$ cat src/rtl/hazard_ctrl_pkg.sv
// -----------------------------------------------------------------------------
// hazard_ctrl_pkg
// Shared definitions for the pipeline hazard controller:
//   state_e      controller state encoding (RUN / DRAIN / HALTED)
//   pipe_ctrl_t  bundle of pipeline-register enables and NOP-insert controls
//   NOP_INSTR    instruction word loaded into IF/ID or ID/EX on flush/bubble
// -----------------------------------------------------------------------------
package hazard_ctrl_pkg;

    typedef enum logic [1:0] {
        ST_RUN    = 2'b00,
        ST_DRAIN  = 2'b01,
        ST_HALTED = 2'b10
    } state_e;

    // Encoding of the NOP that the pipeline registers load on flush/bubble.
    localparam logic [15:0] NOP_INSTR = 16'h0000;

    typedef struct packed {
        logic pc_we;
        logic ifid_we;
        logic ifid_flush;
        logic idex_we;
        logic idex_bubble;
        logic exmem_we;
        logic memwb_we;
    } pipe_ctrl_t;

endpackage : hazard_ctrl_pkg

$ cat src/rtl/hazard_cmp.sv
// -----------------------------------------------------------------------------
// hazard_cmp
// Purely combinational RAW hazard detection for the instruction in ID.
// Build option: HAZARD_FWD_EN
//   defined   - EX/MEM->EX forwarding exists; only a load in EX whose
//               destination matches a used ID source raises raw (load-use).
//   undefined - any EX or MEM destination match with write enable raises raw.
// Ports:
//   id_r1_num/id_r2_num    in  ID source register numbers
//   id_r1_used/id_r2_used  in  ID instruction reads the source
//   ex_reg_write_num/en    in  EX destination and write enable
//   ex_mem_read            in  EX instruction is a load
//   mem_reg_write_num/en   in  MEM destination and write enable
//   raw                    out read-after-write hazard present
// -----------------------------------------------------------------------------
module hazard_cmp (
    input  logic [2:0] id_r1_num,
    input  logic [2:0] id_r2_num,
    input  logic       id_r1_used,
    input  logic       id_r2_used,
    input  logic [2:0] ex_reg_write_num,
    input  logic       ex_reg_write_en,
    input  logic       ex_mem_read,
    input  logic [2:0] mem_reg_write_num,
    input  logic       mem_reg_write_en,
    output logic       raw
);

    logic ex_hit;

    assign ex_hit = ex_reg_write_en &
                    ((id_r1_used & (ex_reg_write_num == id_r1_num)) |
                     (id_r2_used & (ex_reg_write_num == id_r2_num)));

`ifdef HAZARD_FWD_EN
    // MEM results are forwarded, so the MEM destination never causes a stall.
    logic [3:0] unused_mem_dest;
    assign unused_mem_dest = {mem_reg_write_en, mem_reg_write_num};

    assign raw = ex_hit & ex_mem_read;
`else
    // Without forwarding every pending write stalls; the load flag is irrelevant.
    logic unused_ex_mem_read;
    logic mem_hit;
    assign unused_ex_mem_read = ex_mem_read;

    assign mem_hit = mem_reg_write_en &
                     ((id_r1_used & (mem_reg_write_num == id_r1_num)) |
                      (id_r2_used & (mem_reg_write_num == id_r2_num)));

    assign raw = ex_hit | mem_hit;
`endif

endmodule : hazard_cmp

$ cat src/rtl/hazard_ctrl.sv
// -----------------------------------------------------------------------------
// hazard_ctrl
// Hazard/stall/flush controller for the 5-stage 16-bit pipeline. Produces the
// write enables of PC, IF/ID, ID/EX, EX/MEM, MEM/WB and the NOP-insert controls
// of IF/ID and ID/EX, sequences the halt drain, and keeps a saturating count of
// RUN cycles in which the PC was held (debug).
// Build option: HAZARD_FWD_EN (see hazard_cmp) selects load-use-only stalls.
// Parameters:
//   DRAIN_DEPTH  advancing cycles from HALT entering ID/EX until halted
//   CNT_W        width of stall_cnt
// Ports:
//   clk, rst                       clock, asynchronous active-high reset
//   id_*                           ID-stage sources and HALT flag
//   ex_*, mem_*                    EX/MEM destinations, load flag, branch taken
//   imem_stall, dmem_stall         memory not-ready indications
//   pc_we ... memwb_we             pipeline register controls (combinational)
//   halted                         core halted (registered)
//   stall_cnt                      saturating held-PC cycle count (registered)
// -----------------------------------------------------------------------------
module hazard_ctrl
    import hazard_ctrl_pkg::*;
#(
    parameter int DRAIN_DEPTH = 3,
    parameter int CNT_W       = 16
) (
    input  logic             clk,
    input  logic             rst,
    input  logic [2:0]       id_r1Num,
    input  logic [2:0]       id_r2Num,
    input  logic             id_r1Used,
    input  logic             id_r2Used,
    input  logic             id_halt,
    input  logic [2:0]       ex_regWriteNum,
    input  logic             ex_regWriteEn,
    input  logic             ex_memRead,
    input  logic [2:0]       mem_regWriteNum,
    input  logic             mem_regWriteEn,
    input  logic             ex_brTaken,
    input  logic             imem_stall,
    input  logic             dmem_stall,
    output logic             pc_we,
    output logic             ifid_we,
    output logic             ifid_flush,
    output logic             idex_we,
    output logic             idex_bubble,
    output logic             exmem_we,
    output logic             memwb_we,
    output logic             halted,
    output logic [CNT_W-1:0] stall_cnt
);

    localparam int DRAIN_W = $clog2(DRAIN_DEPTH + 1);

    state_e             state_q,     state_d;
    logic [DRAIN_W-1:0] drain_cnt_q, drain_cnt_d;
    logic [CNT_W-1:0]   stall_cnt_q, stall_cnt_d;
    logic               halted_q,    halted_d;

    logic       raw;
    logic       halt_accept;
    pipe_ctrl_t ctrl;

    hazard_cmp u_hazard_cmp (
        .id_r1_num         (id_r1Num),
        .id_r2_num         (id_r2Num),
        .id_r1_used        (id_r1Used),
        .id_r2_used        (id_r2Used),
        .ex_reg_write_num  (ex_regWriteNum),
        .ex_reg_write_en   (ex_regWriteEn),
        .ex_mem_read       (ex_memRead),
        .mem_reg_write_num (mem_regWriteNum),
        .mem_reg_write_en  (mem_regWriteEn),
        .raw               (raw)
    );

    // Pipeline controls: combinational from state and inputs, taking effect at
    // the next edge.
    always_comb begin
        // NOTE: every field gets a default first so no path leaves it unassigned
        // and no latch is inferred.
        ctrl          = '0;
        ctrl.exmem_we = ~dmem_stall;
        ctrl.memwb_we = ~dmem_stall;

        unique case (state_q)
            ST_RUN: begin
                if (dmem_stall) begin
                    ctrl = '0;                          // full freeze
                end else if (ex_brTaken) begin
                    ctrl.pc_we       = 1'b1;
                    ctrl.ifid_we     = 1'b1;
                    ctrl.ifid_flush  = 1'b1;
                    ctrl.idex_we     = 1'b1;
                    ctrl.idex_bubble = 1'b1;
                end else if (raw) begin
                    // Hold PC and IF/ID so the ID instruction repeats.
                    ctrl.idex_we     = 1'b1;
                    ctrl.idex_bubble = 1'b1;
                end else if (imem_stall) begin
                    ctrl.ifid_we     = 1'b1;
                    ctrl.ifid_flush  = 1'b1;
                    ctrl.idex_we     = 1'b1;
                end else begin
                    ctrl.pc_we   = 1'b1;
                    ctrl.ifid_we = 1'b1;
                    ctrl.idex_we = 1'b1;
                end
            end
            ST_DRAIN: begin
                ctrl.idex_we     = 1'b1;
                ctrl.idex_bubble = 1'b1;
            end
            default: begin
                ctrl = '0;                              // HALTED: everything frozen
            end
        endcase
    end

    // A HALT is accepted only when it actually moves into ID/EX as itself.
    assign halt_accept = (state_q == ST_RUN) & id_halt & ctrl.idex_we & ~ctrl.idex_bubble;

    always_comb begin
        state_d     = state_q;
        drain_cnt_d = drain_cnt_q;
        stall_cnt_d = stall_cnt_q;

        unique case (state_q)
            ST_RUN: begin
                // Freeze cycles are not counted; only cycles where the front end
                // is held while the back end advances.
                if (!ctrl.pc_we && !dmem_stall && (stall_cnt_q != '1)) begin
                    stall_cnt_d = stall_cnt_q + CNT_W'(1);
                end
                if (halt_accept) begin
                    state_d     = ST_DRAIN;
                    drain_cnt_d = DRAIN_W'(DRAIN_DEPTH);
                end
            end
            ST_DRAIN: begin
                if (!dmem_stall) begin
                    drain_cnt_d = drain_cnt_q - DRAIN_W'(1);
                    if (drain_cnt_q == DRAIN_W'(1)) begin
                        state_d = ST_HALTED;
                    end
                end
            end
            default: begin
                state_d = ST_HALTED;
            end
        endcase

        halted_d = (state_d == ST_HALTED);
    end

    // NOTE: sequential state uses non-blocking assignments so every flop
    // samples the pre-edge values of the others.
    always_ff @(posedge clk or posedge rst) begin
        if (rst) begin
            state_q     <= ST_RUN;
            drain_cnt_q <= '0;
            stall_cnt_q <= '0;
            halted_q    <= 1'b0;
        end else begin
            state_q     <= state_d;
            drain_cnt_q <= drain_cnt_d;
            stall_cnt_q <= stall_cnt_d;
            halted_q    <= halted_d;
        end
    end

    assign pc_we       = ctrl.pc_we;
    assign ifid_we     = ctrl.ifid_we;
    assign ifid_flush  = ctrl.ifid_flush;
    assign idex_we     = ctrl.idex_we;
    assign idex_bubble = ctrl.idex_bubble;
    assign exmem_we    = ctrl.exmem_we;
    assign memwb_we    = ctrl.memwb_we;
    assign halted      = halted_q;
    assign stall_cnt   = stall_cnt_q;

endmodule : hazard_ctrl
$ cat config.mk
export PLATFORM = sky130hd
export DESIGN_NAME = hazard_ctrl
export DESIGN_NICKNAME = d
export VERILOG_FILES = /design/src/rtl/hazard_ctrl_pkg.sv /design/src/rtl/hazard_cmp.sv /design/src/rtl/hazard_ctrl.sv
export SDC_FILE = /design/constraint.sdc
export NUM_CORES = 1
export LEC_CHECK = 0
export ABC_AREA = 1
export ABC_CLOCK_PERIOD_IN_PS = 3600
export CAP_MARGIN = 25
export CORE_ASPECT_RATIO = 1.5
export CORE_MARGIN = 10
export CORE_UTILIZATION = 40
export CTS_CLUSTER_DIAMETER = 150
export DETAILED_ROUTE_END_ITERATION = 8
export HOLD_SLACK_MARGIN = 0.03
export PLACE_DENSITY = 0.7
export SLEW_MARGIN = 20
export SYNTH_ARGS = -nofsm -noshare
export SYNTH_HDL_FRONTEND = slang
export SYNTH_HIERARCHICAL = 1
export SYNTH_SLANG_ARGS = --single-unit
$ cat constraint.sdc
create_clock -name clk -period 3.6 [get_ports clk]
set_input_delay 0.54 -clock clk [delete_from_list [all_inputs] [get_ports clk]]
set_output_delay 0.54 -clock clk [all_outputs]
set_load 0.01 [all_outputs]
==> key figures <==
Outcome
  – Status: finished, final reports clean

Synthesis
  – Syn Inst Count: 251
  – Yosys top cell by area: dfrtp_1
  – Dominant cells by area after synthesis: dfrtp_1, nand2_1, inv_1, nor2_1, nand3_1
  – Most common cell in the netlist: nand2_1
  – Synth Warn #: 6
  – Cell Area, Synth: 0.00156 mm^2
  – Syn Nets: 276
  – Synth cell count leaders: nand2_1, inv_1, nor2_1
  – Unique cell type count in the Yosys netlist: 22
  – Sequential fraction of the synthesis area: 33.6%
  – Yosys top cell area share: 33.6%
  – Async SR Flop Fraction: 100%
  – Post-synth EDFFs: 0
  – Dominant synthesized flop cell: dfrtp_1
  – Avg Inst Size Synth: 6.23 um^2
  – Yosys reg bits: 21

Power
  – LEAKAGE: 1.05 nW
  – PD cells: 216 mW/mm^2
  – Maximum VDD drop: 0.139 mV

Die
  – Die width: 71.1 um
  – Core box area: 0.00372 mm^2
  – Site Rows: 27
  – Die Area: 0.00686 mm^2
  – Io pins: 47
  – Die extent in y: 96.6 um
  – Starting Density: 42.1%

Clock tree
  – Cts repair resizes: 0
  – Clk sinks: 21
  – Post-CTS Setup Bufs: 0
  – CTS Buffer Depth: 2
  – Clock H-tree levels: 1
  – CTS tree: yes
  – Cts bufs inserted: 3
  – Root Driver: clkbuf_8
  – Clk_lat worst skew: 260 ps
  – CTS Hold Bufs: 0
  – CTS clk-pin slew, worst paths: 80 ps

GRT
  – Largest net degree at the start of global routing: 22
  – GRT Overall Usage: 11.5%
  – Initial antenna violation count: 0
  – First-pass GRT wire length: 6620 um
  – Congestion Overflow GR: 0
  – Vias in the first global route: 1654

Final layout
  – Antenna diode count: 0
  – # nets final: 323
  – Layout cells sized above 1: 5.72%
  – Non-filler cells, final: 340
  – Final Cell Area: 0.00209 mm^2
  – Synth-to-Final Area Change: 33.4%

Worst setup path
  – CP required: 3060 ps
  – WS Path Type: primary input to primary output
  – CP Capture Type: primary output
  – Critical Path Source Type: primary input
  – CP arrival: 2380 ps
  – Worst R2R Path Depth: 7
  – Worst-path fanout max: 3

STA
  – Tcrit/Tclk final: 81.0%
  – Final min period: 2920 ps
  – Setup TNS: 0 ps
  – RSZ-0062 raised after global routing: false
  – Final Max Tran Viols: 0
  – Worst Skew: 4.39 ps
  – F_max: 343 MHz
  – Rel. slew slack: 47.7%
  – Final hold violations: 0
  – Final setup vio count: 0
  – Worst-Margin Slew: 784 ps

Route
  – First-pass DRT Iterations: 4
  – Total number of vias: 1593
  – Number of remaining DRC errors: 0
  – DRT iter0 DRCs: 121
  – Via-per-instance ratio: 4.69
  – Antenna violation net count after detailed routing: 0
  – DRT Wirelength: 3770 um
  – Detailed-route wire length per cell: 11.1 um

Hold path
  – Hold crit path type: flip-flop to flip-flop
  – Worst Hold Depth: 2

Place
  – Dpl cell area: 0.00204 mm^2
  – Port bufs: 45
  – Detail Placement HPWL: 3090 um
  – GP Congestion: 0.760
  – Placed Instances: 336

Job
  – MaxCap Viol Count: 0
-- path summary, 6_finish.rpt --
path                           startpoint             end  slack [ps]
min reg2reg                drain_cnt_q[1]  drain_cnt_q[1]         520
min                        drain_cnt_q[1]  drain_cnt_q[1]         520
max in group asynchronous             rst   stall_cnt[13]        2390
max                           id_r2Num[1]           pc_we         680
min in group asynchronous             rst    stall_cnt[1]         720
max reg2reg                  stall_cnt[0]    stall_cnt[3]        1890
-- cells in the final DEF (no fill, tap or decap), types with 4 or more instances in the layout --
master	instances
clkdlybuf4s50_1	45
dfrtp_1	21
inv_1	28
nand2_1	128
nand3_1	9
nand4_1	6
nor2_1	28
o21ai_0	4
xnor2_1	4
-- power by group --
| group | switching [mW] | internal [mW] | total (mW) | leakage [nW] |
|---|---|---|---|---|
| registers | 0 | 0.236 | 0.236 | 0.283 |
| clock network | 0.0821 | 0.0782 | 0.160 | 0.0217 |
| logic | 0.0266 | 0.0290 | 0.0556 | 0.750 |
| total | 0.109 | 0.343 | 0.452 | 1.05 |
-- cells by family after synthesis --
family	count (synthesis)	share of synthesized area (%)
adder cells (fa/ha/maj)	2	1.60
AO/OA/AOI/OAI	8	4.00
XOR/XNOR	7	3.92
flip-flops	21	33.6
buffers and inverters	33	9.12
AND/OR/NAND/NOR	180	47.8
-- flip-flops by register name, summed over array words and instances (netlist names) --
name         count
stall_cnt       16
halted           1
drain_cnt_q      2
state_q          2
-- routing by layer --
metal,vias to the layer above,track usage (%),routed length [um]
met5,-,0,0
met2,43,21.8,1890
met3,5,3.57,275
met4,0,6.31,77
li1,852,-,-
met1,693,10.8,1530
-- area by class of cell --
type / instances / area (um^2)
Sequential cell: 21 / 526
Tap cell: 43 / 53.8
Fill cell: 353 / 1630
Inverter: 30 / 113
Clock inverter: 1 / 7.51
Timing Repair Buffer: 45 / 450
Clock buffer: 3 / 41.3
Multi-Input combinational cell: 197 / 896
-- through the flow --
step                setup slack, ps  utilization, %  power (mW)  hold slack, ps
CTS                             647            56.2       0.457             526
detailed placement              654            54.8       0.297             505
finish                          683            56.2       0.452             522
global route                    463            56.2       0.475             566
global placement                665            54.8       0.296             502
floorplan                      1710               -       0.265             476
-- worst max-delay path, stage by stage --
cell	delay (ps)
clkdlybuf4s50_1	500
inv_1	60
nor2_1	80
nor2_1	50
nand2_1	60
nand2_1	50
nand2_1	50
nand2_1	70
nand2_1	130
nand2_1	100
a21oi_1	120
clkdlybuf4s50_1	560
Note: power is estimated with default switching activity, not from simulation.
